==> src/rtl/mc_ctrl_fsm.sv <==
// Multicycle MIPS control sequencer: walks each instruction through its states and
// decodes datapath selects/strobes from the state register, with a memory-wait watchdog.
module mc_ctrl_fsm #(
   parameter int MEM_TIMEOUT = 255
) (
   input  logic       clk,
   input  logic       reset,
   input  logic [5:0] op,
   input  logic [5:0] funct,
   input  logic       zero,
   input  logic       mem_ready,
   output logic       mem_read,
   output logic       mem_write,
   output logic       iord,
   output logic       ir_write,
   output logic       pc_write,
   output logic [1:0] pc_src,
   output logic       alu_src_a,
   output logic [1:0] alu_src_b,
   output logic [2:0] alu_control,
   output logic [1:0] reg_dst,
   output logic [1:0] mem_to_reg,
   output logic       reg_write,
   output logic       instr_retired,
   output logic       halted,
   output logic       err,
   output logic [3:0] state
);
   localparam logic [5:0] OP_RTYPE = 6'b000000;
   localparam logic [5:0] OP_LW    = 6'b100011;
   localparam logic [5:0] OP_SW    = 6'b101011;
   localparam logic [5:0] OP_ADDI  = 6'b001000;
   localparam logic [5:0] OP_BEQ   = 6'b000100;
   localparam logic [5:0] OP_BNE   = 6'b000101;
   localparam logic [5:0] OP_JAL   = 6'b000011;
   localparam logic [5:0] FN_SLL   = 6'b000000;
   localparam logic [5:0] FN_SRL   = 6'b000010;
   localparam logic [5:0] FN_JR    = 6'b001000;
   localparam logic [5:0] FN_ADD   = 6'b100000;
   localparam logic [5:0] FN_SUB   = 6'b100010;
   localparam logic [5:0] FN_AND   = 6'b100100;
   localparam logic [5:0] FN_OR    = 6'b100101;
   localparam logic [5:0] FN_SLT   = 6'b101010;
   localparam logic [2:0] ALU_ADD  = 3'b010;
   localparam logic [2:0] ALU_SUB  = 3'b110;
   // The wait that would bring the count up to MEM_TIMEOUT is the one that halts.
   localparam logic [7:0] TIMEOUT_LAST = 8'(MEM_TIMEOUT - 1);
   localparam logic       TIMEOUT_EN   = (MEM_TIMEOUT != 0);

   typedef enum logic [3:0] {
      S_FETCH  = 4'd0,  S_DECODE = 4'd1,  S_MEMADR = 4'd2,  S_MEMRD = 4'd3,
      S_MEMWB  = 4'd4,  S_MEMWR  = 4'd5,  S_EXEC   = 4'd6,  S_ALUWB = 4'd7,
      S_IEXEC  = 4'd8,  S_IWB    = 4'd9,  S_BRANCH = 4'd10, S_JAL   = 4'd11,
      S_JR     = 4'd12, S_HALT   = 4'd13
   } state_t;

   state_t     state_r, state_next_s;
   logic [7:0] wait_cnt_r;
   logic       halted_r, err_r;
   logic       waiting_s, timeout_s;
   logic       mem_read_s, mem_write_s, ir_write_s, pc_write_s, reg_write_s, retire_s;

   function automatic logic [2:0] alu_from_funct(input logic [5:0] f);
      case (f)
         FN_SUB:  return ALU_SUB;
         FN_AND:  return 3'b000;
         FN_OR:   return 3'b001;
         FN_SLT:  return 3'b111;
         FN_SLL:  return 3'b100;
         FN_SRL:  return 3'b101;
         default: return ALU_ADD;
      endcase
   endfunction

   assign waiting_s = ((state_r == S_FETCH) || (state_r == S_MEMRD) || (state_r == S_MEMWR)) && !mem_ready;
   assign timeout_s = TIMEOUT_EN && waiting_s && (wait_cnt_r == TIMEOUT_LAST);

   // State, sticky status and watchdog registers
   always_ff @(posedge clk) begin
      if (reset) begin
         state_r    <= S_FETCH;
         halted_r   <= 1'b0;
         err_r      <= 1'b0;
         wait_cnt_r <= 8'd0;
      end else begin
         state_r    <= state_next_s;
         halted_r   <= halted_r | (state_next_s == S_HALT);
         err_r      <= err_r | timeout_s;
         if (state_next_s != state_r) begin
            wait_cnt_r <= 8'd0;
         end else if (waiting_s) begin
            wait_cnt_r <= wait_cnt_r + 8'd1;
         end else begin
            wait_cnt_r <= wait_cnt_r;
         end
      end
   end

   // Next-state sequencing
   always_comb begin
      state_next_s = state_r;
      case (state_r)
         S_FETCH:  state_next_s = timeout_s ? S_HALT : (mem_ready ? S_DECODE : S_FETCH);
         S_DECODE: begin
            case (op)
               OP_LW, OP_SW:   state_next_s = S_MEMADR;
               OP_ADDI:        state_next_s = S_IEXEC;
               OP_BEQ, OP_BNE: state_next_s = S_BRANCH;
               OP_JAL:         state_next_s = S_JAL;
               OP_RTYPE: begin
                  case (funct)
                     FN_ADD, FN_SUB, FN_AND, FN_OR,
                     FN_SLT, FN_SLL, FN_SRL: state_next_s = S_EXEC;
                     FN_JR:                  state_next_s = S_JR;
                     default:                state_next_s = S_HALT;
                  endcase
               end
               default:        state_next_s = S_HALT;
            endcase
         end
         S_MEMADR: state_next_s = (op == OP_SW) ? S_MEMWR : S_MEMRD;
         S_MEMRD:  state_next_s = timeout_s ? S_HALT : (mem_ready ? S_MEMWB : S_MEMRD);
         S_MEMWR:  state_next_s = timeout_s ? S_HALT : (mem_ready ? S_FETCH : S_MEMWR);
         S_EXEC:   state_next_s = S_ALUWB;
         S_IEXEC:  state_next_s = S_IWB;
         S_MEMWB, S_ALUWB, S_IWB, S_BRANCH, S_JAL, S_JR: state_next_s = S_FETCH;
         S_HALT:   state_next_s = S_HALT;
         default:  state_next_s = S_HALT;
      endcase
   end

   // Datapath control decode from the current state
   always_comb begin
      mem_read_s  = 1'b0;
      mem_write_s = 1'b0;
      ir_write_s  = 1'b0;
      pc_write_s  = 1'b0;
      reg_write_s = 1'b0;
      retire_s    = 1'b0;
      iord        = 1'b0;
      pc_src      = 2'b00;
      alu_src_a   = 1'b0;
      alu_src_b   = 2'b00;
      alu_control = 3'b000;
      reg_dst     = 2'b00;
      mem_to_reg  = 2'b00;
      case (state_r)
         S_FETCH: begin
            mem_read_s  = 1'b1;
            alu_src_b   = 2'b01;
            alu_control = ALU_ADD;
            ir_write_s  = mem_ready;
            pc_write_s  = mem_ready;
         end
         S_DECODE: begin
            alu_src_b   = 2'b11;
            alu_control = ALU_ADD;
         end
         S_MEMADR, S_IEXEC: begin
            alu_src_a   = 1'b1;
            alu_src_b   = 2'b10;
            alu_control = ALU_ADD;
         end
         S_MEMRD: begin
            mem_read_s = 1'b1;
            iord       = 1'b1;
         end
         S_MEMWB: begin
            mem_to_reg  = 2'b01;
            reg_write_s = 1'b1;
            retire_s    = 1'b1;
         end
         S_MEMWR: begin
            mem_write_s = 1'b1;
            iord        = 1'b1;
            retire_s    = mem_ready;
         end
         S_EXEC: begin
            alu_src_a   = 1'b1;
            alu_control = alu_from_funct(funct);
         end
         S_ALUWB: begin
            reg_dst     = 2'b01;
            reg_write_s = 1'b1;
            retire_s    = 1'b1;
         end
         S_IWB: begin
            reg_write_s = 1'b1;
            retire_s    = 1'b1;
         end
         S_BRANCH: begin
            alu_src_a   = 1'b1;
            alu_control = ALU_SUB;
            pc_src      = 2'b01;
            pc_write_s  = (op == OP_BNE) ? ~zero : zero;
            retire_s    = 1'b1;
         end
         S_JAL: begin
            reg_dst     = 2'b10;
            mem_to_reg  = 2'b10;
            reg_write_s = 1'b1;
            pc_src      = 2'b10;
            pc_write_s  = 1'b1;
            retire_s    = 1'b1;
         end
         S_JR: begin
            pc_src     = 2'b11;
            pc_write_s = 1'b1;
            retire_s   = 1'b1;
         end
         default: begin
            retire_s = 1'b0;
         end
      endcase
   end

   // Strobes are squashed while reset is held so an aborted instruction writes nothing.
   assign mem_read      = mem_read_s  & ~reset;
   assign mem_write     = mem_write_s & ~reset;
   assign ir_write      = ir_write_s  & ~reset;
   assign pc_write      = pc_write_s  & ~reset;
   assign reg_write     = reg_write_s & ~reset;
   assign instr_retired = retire_s    & ~reset;
   assign halted        = halted_r;
   assign err           = err_r;
   assign state         = state_r;
endmodule

==> config.mk <==
export PLATFORM = sky130hd
export DESIGN_NAME = mc_ctrl_fsm
export DESIGN_NICKNAME = d
export VERILOG_FILES = /design/src/rtl/mc_ctrl_fsm.sv
export SDC_FILE = /design/constraint.sdc
export NUM_CORES = 1
export LEC_CHECK = 0
export BUFFER_PORTS_ARGS = -buffer_cell sky130_fd_sc_hd__buf_2
export CAP_MARGIN = 30
export CORE_MARGIN = 1.5
export CORE_UTILIZATION = 35
export CTS_BUF_LIST = sky130_fd_sc_hd__clkbuf_4 sky130_fd_sc_hd__clkbuf_8
export CTS_CLUSTER_DIAMETER = 150
export DETAILED_ROUTE_END_ITERATION = 12
export PLACE_DENSITY = 0.62
export SLEW_MARGIN = 0
export SYNTH_ARGS = -nofsm -noshare
export SYNTH_HDL_FRONTEND = slang
export SYNTH_SLANG_ARGS = --single-unit
==> constraint.sdc <==
create_clock -name clk -period 1.8 [get_ports clk]
set_input_delay 0.09 -clock clk [delete_from_list [all_inputs] [get_ports clk]]
set_output_delay 0.09 -clock clk [all_outputs]
set_load 0.01 [all_outputs]
==> flow_summary.toml, run 1 <==
[outcome]
outcome = "finished clean"

[timing]
min_period_ns = 1.79
final_hold_viol_count = 0
slew_violations = 0
period_share_pct = 99.2
slew_headroom_pct = 65.2
setup-violations-final = 0
skew_ns = 0.000878
rsz0062_at_grt = "true"
tns_ns = 0
tightest_slew_ns = 0.520
max_freq_mhz = 560

[cts]
hold_buffers = 0
clk_pin_slew_ns = 0.05
cts_tree = "done"
root_buffer = "clkbuf_8"
clock-sinks = 14
htreeDepth = 1
cts.path.max_buffers = 2
clkLatencyLatePin_ns = 0.24
numCtsBuffers = 3

[setup_path]
max_stage_delay_ns = 0.47
worst_setup_path_start_kind = "register"
r2r_slack_ns = 0.02
cp_max_fo = 4
crit_buf_inv = 3
crit_chain = "buf_12, buf_6, nand2b_4, or4_4, a21oi_2, buf_2"
critical_path_class = "reg2out"
crit_path_top_delay_cell = "or4_4"
worst_ep_arrival_time_ns = 1.70
setup.worst_path.end_class = "primary output"
regToRegStartpoint = "state[2]$_SDFF_PP0_"
cp_top_family = "simple AND/OR/NAND/NOR gates"
r2r-end = "halted$_SDFF_PP0_"
worstPathRequired_ns = 1.71
r2r_cells = 6

[job]
cap_violations = 0

[synthesis]
synth.distinct_cells = 64
synthTopCellsByArea = "dfxtp_1, nor2_1, a21oi_1"
synth_top_area_cell = "dfxtp_1"
syn_avg_cell_area_um2 = 7.46
yosysWarnings = 0
syn_inst = 197
synth_top_area_share_pct = 19.1
synthesis.area_mm2 = 0.00147
ys_async_sr_fraction_pct = 0
seq_area_frac_synth_pct = 19.1
synth_ff_type = "dfxtp_1"
synth.net_count = 215
synth_seq_cells = 14
synth-edff-count = 0

[placed_design]
gp_congestion = 0.937
dp_hpwl_um = 3570
port_buffers = 40

[cells_and_area]
register_area_um2 = 293
final_core_util_pct = 54.5
n_fill_cell = 408
drive_above_1_share_pct = 46.0
multi_input_area_mm2 = 0.00118
antenna_cells = 0
area_delta_synth_final_pct = 49.3
final_nets = 296

[route]
postRouteAntennaNets = 0
routed-via-count = 1761
drc = 0
drt_iter0_drc = 81
routedWlPerCell_um = 14.4
via_per_inst = 5.40
wl_um = 4690
dr.pass1.iters = 4

[global_route]
grt_max_degree = 14
grt_pass1_vias = 1546
antenna_found_initial = 0
grt_usage_pct = 19.7
grt_first_pass_wirelength_um = 7110
overflow = 0

[power]
irDropWorstVdd_mv = 0.508
p_per_area_mw_per_mm2 = 794
power.leakage_uw = 0.000973

[floorplanning]
io-pin-count = 41
fp.dieW_um = 67.8
die_area_mm2 = 0.00460
fp.dieH_um = 67.8
coreArea_mm2 = 0.00403
num_rows = 23
start_util_pct = 36.5

[worst_hold_path]
holdPathEnd = "err$_SDFF_PP0_"
whs_path_depth = 2
hold_path_class = "in2reg"
hold_start = "reset"
-- synthesized netlist by cell type, drive strengths merged, types with 3 or more instances --
library cell / count
nor4: 10
nand2b: 6
dfxtp: 14
a211oi: 3
xnor2: 6
nand3: 5
o21ai: 6
buf: 8
xor2: 7
inv: 7
nor3: 12
nand4: 5
a21oi: 16
a21boi: 3
clkbuf: 3
nand2: 14
nor3b: 3
nor2: 28
-- routing by layer --
metal | track usage, % | share of wire (%)
met1 | 27.3 | 46
met2 | 33.6 | 50
met3 | 1.48 | 3.4
met4 | 4.25 | 1.2
met5 | 0 | 0
-- state kept, by name (all words and copies together), names as in the netlist --
name and flops:
wait_cnt_r 8, state 4, err 1, halted 1
-- kinds of logic after synthesis --
family | count (synthesis) | synth area share [%]
compound gates | 51 | 26.6
xor+xnor | 13 | 7.74
fa+ha+maj | 2 | 1.70
buf+inv | 18 | 6.38
flops | 14 | 19.1
mux | 1 | 0.681
simple gates | 98 | 37.8
-- through the flow --
stage               hold WS, ns  setup WS, ns  instance area (µm²)  cells  total power [µW]
finish                    0.202        0.0136                 2190    326              1740
global route              0.220       -0.0572                 2190    326              1850
CTS                       0.193      -0.00714                 2080    322              1640
detailed placement        0.437       -0.0503                 2000    319              1360
global placement          0.423       -0.0321                 2000    319              1350
floorplan                 0.234        0.0387                 1470    197               938
-- layout by cell type, fill, tap and decap left out, types with 3 or more instances in the layout --
| cell | synthesis | routed |
|---|---|---|
| inv_1 | 7 | 6 |
| dfxtp_1 | 14 | 10 |
| xor2_1 | 7 | 7 |
| buf_2 | 3 | 40 |
| nor4_1 | 10 | 8 |
| nand2b_1 | 5 | 3 |
| a21oi_2 | 1 | 4 |
| clkbuf_8 | 0 | 3 |
| nand3_1 | 5 | 5 |
| buf_4 | 2 | 41 |
| a21oi_1 | 15 | 12 |
| buf_6 | 2 | 5 |
| nand2_1 | 14 | 14 |
| xnor2_1 | 6 | 5 |
| nand4_1 | 4 | 4 |
| nor2_2 | 1 | 3 |
| nor3_1 | 8 | 7 |
| nor3b_1 | 3 | 3 |
| dfxtp_4 | 0 | 3 |
| nor3_2 | 3 | 3 |
| o21ai_1 | 3 | 4 |
| nor2_1 | 27 | 25 |
-- layout make-up --
cell class,count,area share (%)
Timing Repair Buffer,87,26.6
Tap cell,50,2.85
Sequential cell,14,13.3
Multi-Input combinational cell,165,53.9
Clock buffer,3,1.88
Inverter,7,1.37
-- worst register-to-register path: stages (launching register included) --
cell and delay [ns]:
dfxtp_4 0.36, buf_4 0.13, xnor2_1 0.22, a22oi_2 0.13
o31a_1 0.35, o211a_2 0.17, o41ai_2 0.32
-- repair_timing --
action	CTS	global route
pin swaps	2	8
gates resized for setup	10	20
endpoints found under the setup margin	12	12
setup buffers	0	4
-- worst max-delay path by stage --
| stage | start | endpoint | cells past startpoint |
|---|---|---|---|
| final | state[3]$_SDFF_PP0_ | alu_control[2] | 6 |
| after global routing | state[2]$_SDFF_PP0_ | halted$_SDFF_PP0_ | 8 |
| after CTS | state[3]$_SDFF_PP0_ | alu_control[2] | 6 |
| after detailed placement | state[0]$_SDFF_PP0_ | wait_cnt_r[1]$_SDFFE_PP0P_ | 6 |
| after global placement | state[0]$_SDFF_PP0_ | wait_cnt_r[0]$_SDFFE_PP0P_ | 6 |
| after floorplan | state[1]$_SDFF_PP0_ | wait_cnt_r[0]$_SDFFE_PP0P_ | 7 |
-- power breakdown --
part           leakage (µW)  total (µW)  switching [µW]  internal, µW
Sequential         0.000116         376            35.3           341
Clock             0.0000216         245            97.1           147
Combinational      0.000836        1120             596           526
Total              0.000973        1740             729          1010
No activity file was read; power rests on OpenSTA's default activity.
==> run 2: changes to the inputs <==
Settings changed: REMOVE_ABC_BUFFERS set to 1.
==> run 2 against run 1 <==
Compared with the run above: the flow now finishes with violations (negative setup slack); clock-buffer cell count is 1 higher; power grew 7.3%; maximum frequency down 1.8%; sequential cell count unchanged; die area unchanged; largest power group unchanged.
==> flow_summary.toml, run 2 (synthesis gave the netlist of run 1 again) <==
[setup_path]
r2r_slack_ns = -0.02
worst_setup_path_start_kind = "register"
cp_max_fo = 8
worst_ep_arrival_time_ns = 1.97
critical_path_class = "reg2reg"
worstPathRequired_ns = 1.95
setup.worst_path.end_class = "register"

[cells_and_area]
top_register = "wait_cnt_r"
drive_above_1_share_pct = 48.6
area_delta_synth_final_pct = 56.5
antenna_cells = 0
largest_reg_flops = 8
n_fill_cell = 386
mostFrequentLayoutCells = "buf_4, buf_2, nor2_1"
final_nets = 301
final_common_cell = "buf_4"
final_core_util_pct = 57.1

[floorplanning]
num_rows = 23
start_util_pct = 36.5
fp.dieH_um = 67.8
io-pin-count = 41
die_area_mm2 = 0.00460
fp.dieW_um = 67.8
coreArea_mm2 = 0.00403

[cts]
numCtsBuffers = 3
clk_pin_slew_ns = 0.06
cts_tree = "done"
clkLatencyLatePin_ns = 0.25
root_buffer = "clkbuf_8"
clock-sinks = 14
htreeDepth = 1
cts.path.max_buffers = 2

[timing]
fin_ws_ns = -0.0187
max_freq_mhz = 550
final_hold_viol_count = 0
setup-violations-final = 7
slew_violations = 0
tightest_slew_ns = 0.491
slew_headroom_pct = 67.2
rsz0062_at_grt = "true"
period_share_pct = 101
skew_ns = 0.00475
hold_slack_ns = 0.188
min_period_ns = 1.82

[outcome]
outcome = "complete, but fails checks"
violations = "negative setup slack"

[route]
postRouteAntennaNets = 0
routedWlPerCell_um = 13.6
wl_met3_um = 243
top_layer = "met4"
routed-via-count = 1766
wl_um = 4500
drc = 0
drt_iter0_drc = 72
m1WireLength_um = 2190
dr_wl_met2_um = 2050
dr.pass1.iters = 4
via_per_inst = 5.32

[global_route]
overflow = 0
grt_first_pass_wirelength_um = 7340
grt_max_degree = 16
grt_pass1_vias = 1576
antenna_found_initial = 0
grt_usage_pct = 20.1

[placed_design]
pre_cts_slack_ns = -0.122
gp_congestion = 0.883
port_buffers = 40
dp_hpwl_um = 3390

[power]
irDropWorstVdd_mv = 0.413
seqPwrFrac_pct = 20.8
power.leakage_uw = 0.00102
p_per_area_mw_per_mm2 = 812
p_int_uw = 1120
comb_power_share_pct = 62.9
p_clk_share_pct = 16.3
p_sw_uw = 747
p_sw_share_pct = 40.0

[worst_hold_path]
hold_path_class = "in2reg"

[job]
cap_violations = 0
-- run 2: cell count changes in the layout (fill, tap and decap cells not counted), sizes merged --
| cell | before | now |
|---|---|---|
| buf | 87 | 92 |
| clkbuf | 3 | 4 |
| clkinvlp | 1 | 0 |
| inv | 6 | 7 |
-- run 2: worst paths after layout --
path,start,end,cells past startpoint
setup / recovery,state[2]$_SDFF_PP0_,wait_cnt_r[0]$_SDFFE_PP0P_,7
hold / removal,reset,err$_SDFF_PP0_,2
hold reg to reg,err$_SDFF_PP0_,err$_SDFF_PP0_,2
setup reg to reg,state[2]$_SDFF_PP0_,wait_cnt_r[0]$_SDFFE_PP0P_,7
-- run 2: power groups by stage --
stage	clock network [µW]	logic [µW]	registers, µW
after floorplan	0	454	435
after global placement	0	989	379
after detailed placement	0	990	379
after CTS	312	1050	382
after global routing	322	1270	393
final	305	1180	389
-- run 2: metrics by stage --
stage	TNS, ns	std cells	instance area, µm²	total power, µW
detailed placement	-0.949	321	2020	1370
finish	-0.0704	332	2300	1870
global placement	-1.14	321	2020	1370
global route	-0.750	332	2300	1990
floorplan	-3.44	186	1400	890
CTS	-0.00572	328	2130	1750
-- run 2: layout make-up --
cell class	instances	area, µm²	area share, %
Clock buffer	4	55.1	2.39
Inverter	7	26.3	1.14
Multi-Input combinational cell	165	1220	53.1
Sequential cell	14	292	12.7
Tap cell	50	62.6	2.72
Timing Repair Buffer	92	643	27.9
-- run 2: timing repair --
item | CTS | global route
setup buffers | 3 | 4
setup endpoints to repair | 14 | 14
pin swaps | 2 | 5
cloned | 0 | 0
resized for setup | 13 | 25
hold buffers | 0 | 0
-- run 2: layer usage --
| metal | global-route usage, % | vias to the layer above |
|---|---|---|
| met1 | 30.4 | 796 |
| li1 | - | 904 |
| met3 | 2.63 | 4 |
| met4 | 2.75 | 0 |
| met2 | 31.3 | 62 |
| met5 | 0 | - |
-- run 2: worst max-delay path, cell delays in order, from the launching register on --
cell	delay, ns
dfxtp_4	0.38
buf_4	0.16
nand2b_2	0.20
a21oi_4	0.18
nor3_2	0.06
nor3_2	0.17
nand4_4	0.22
nor4_2	0.33
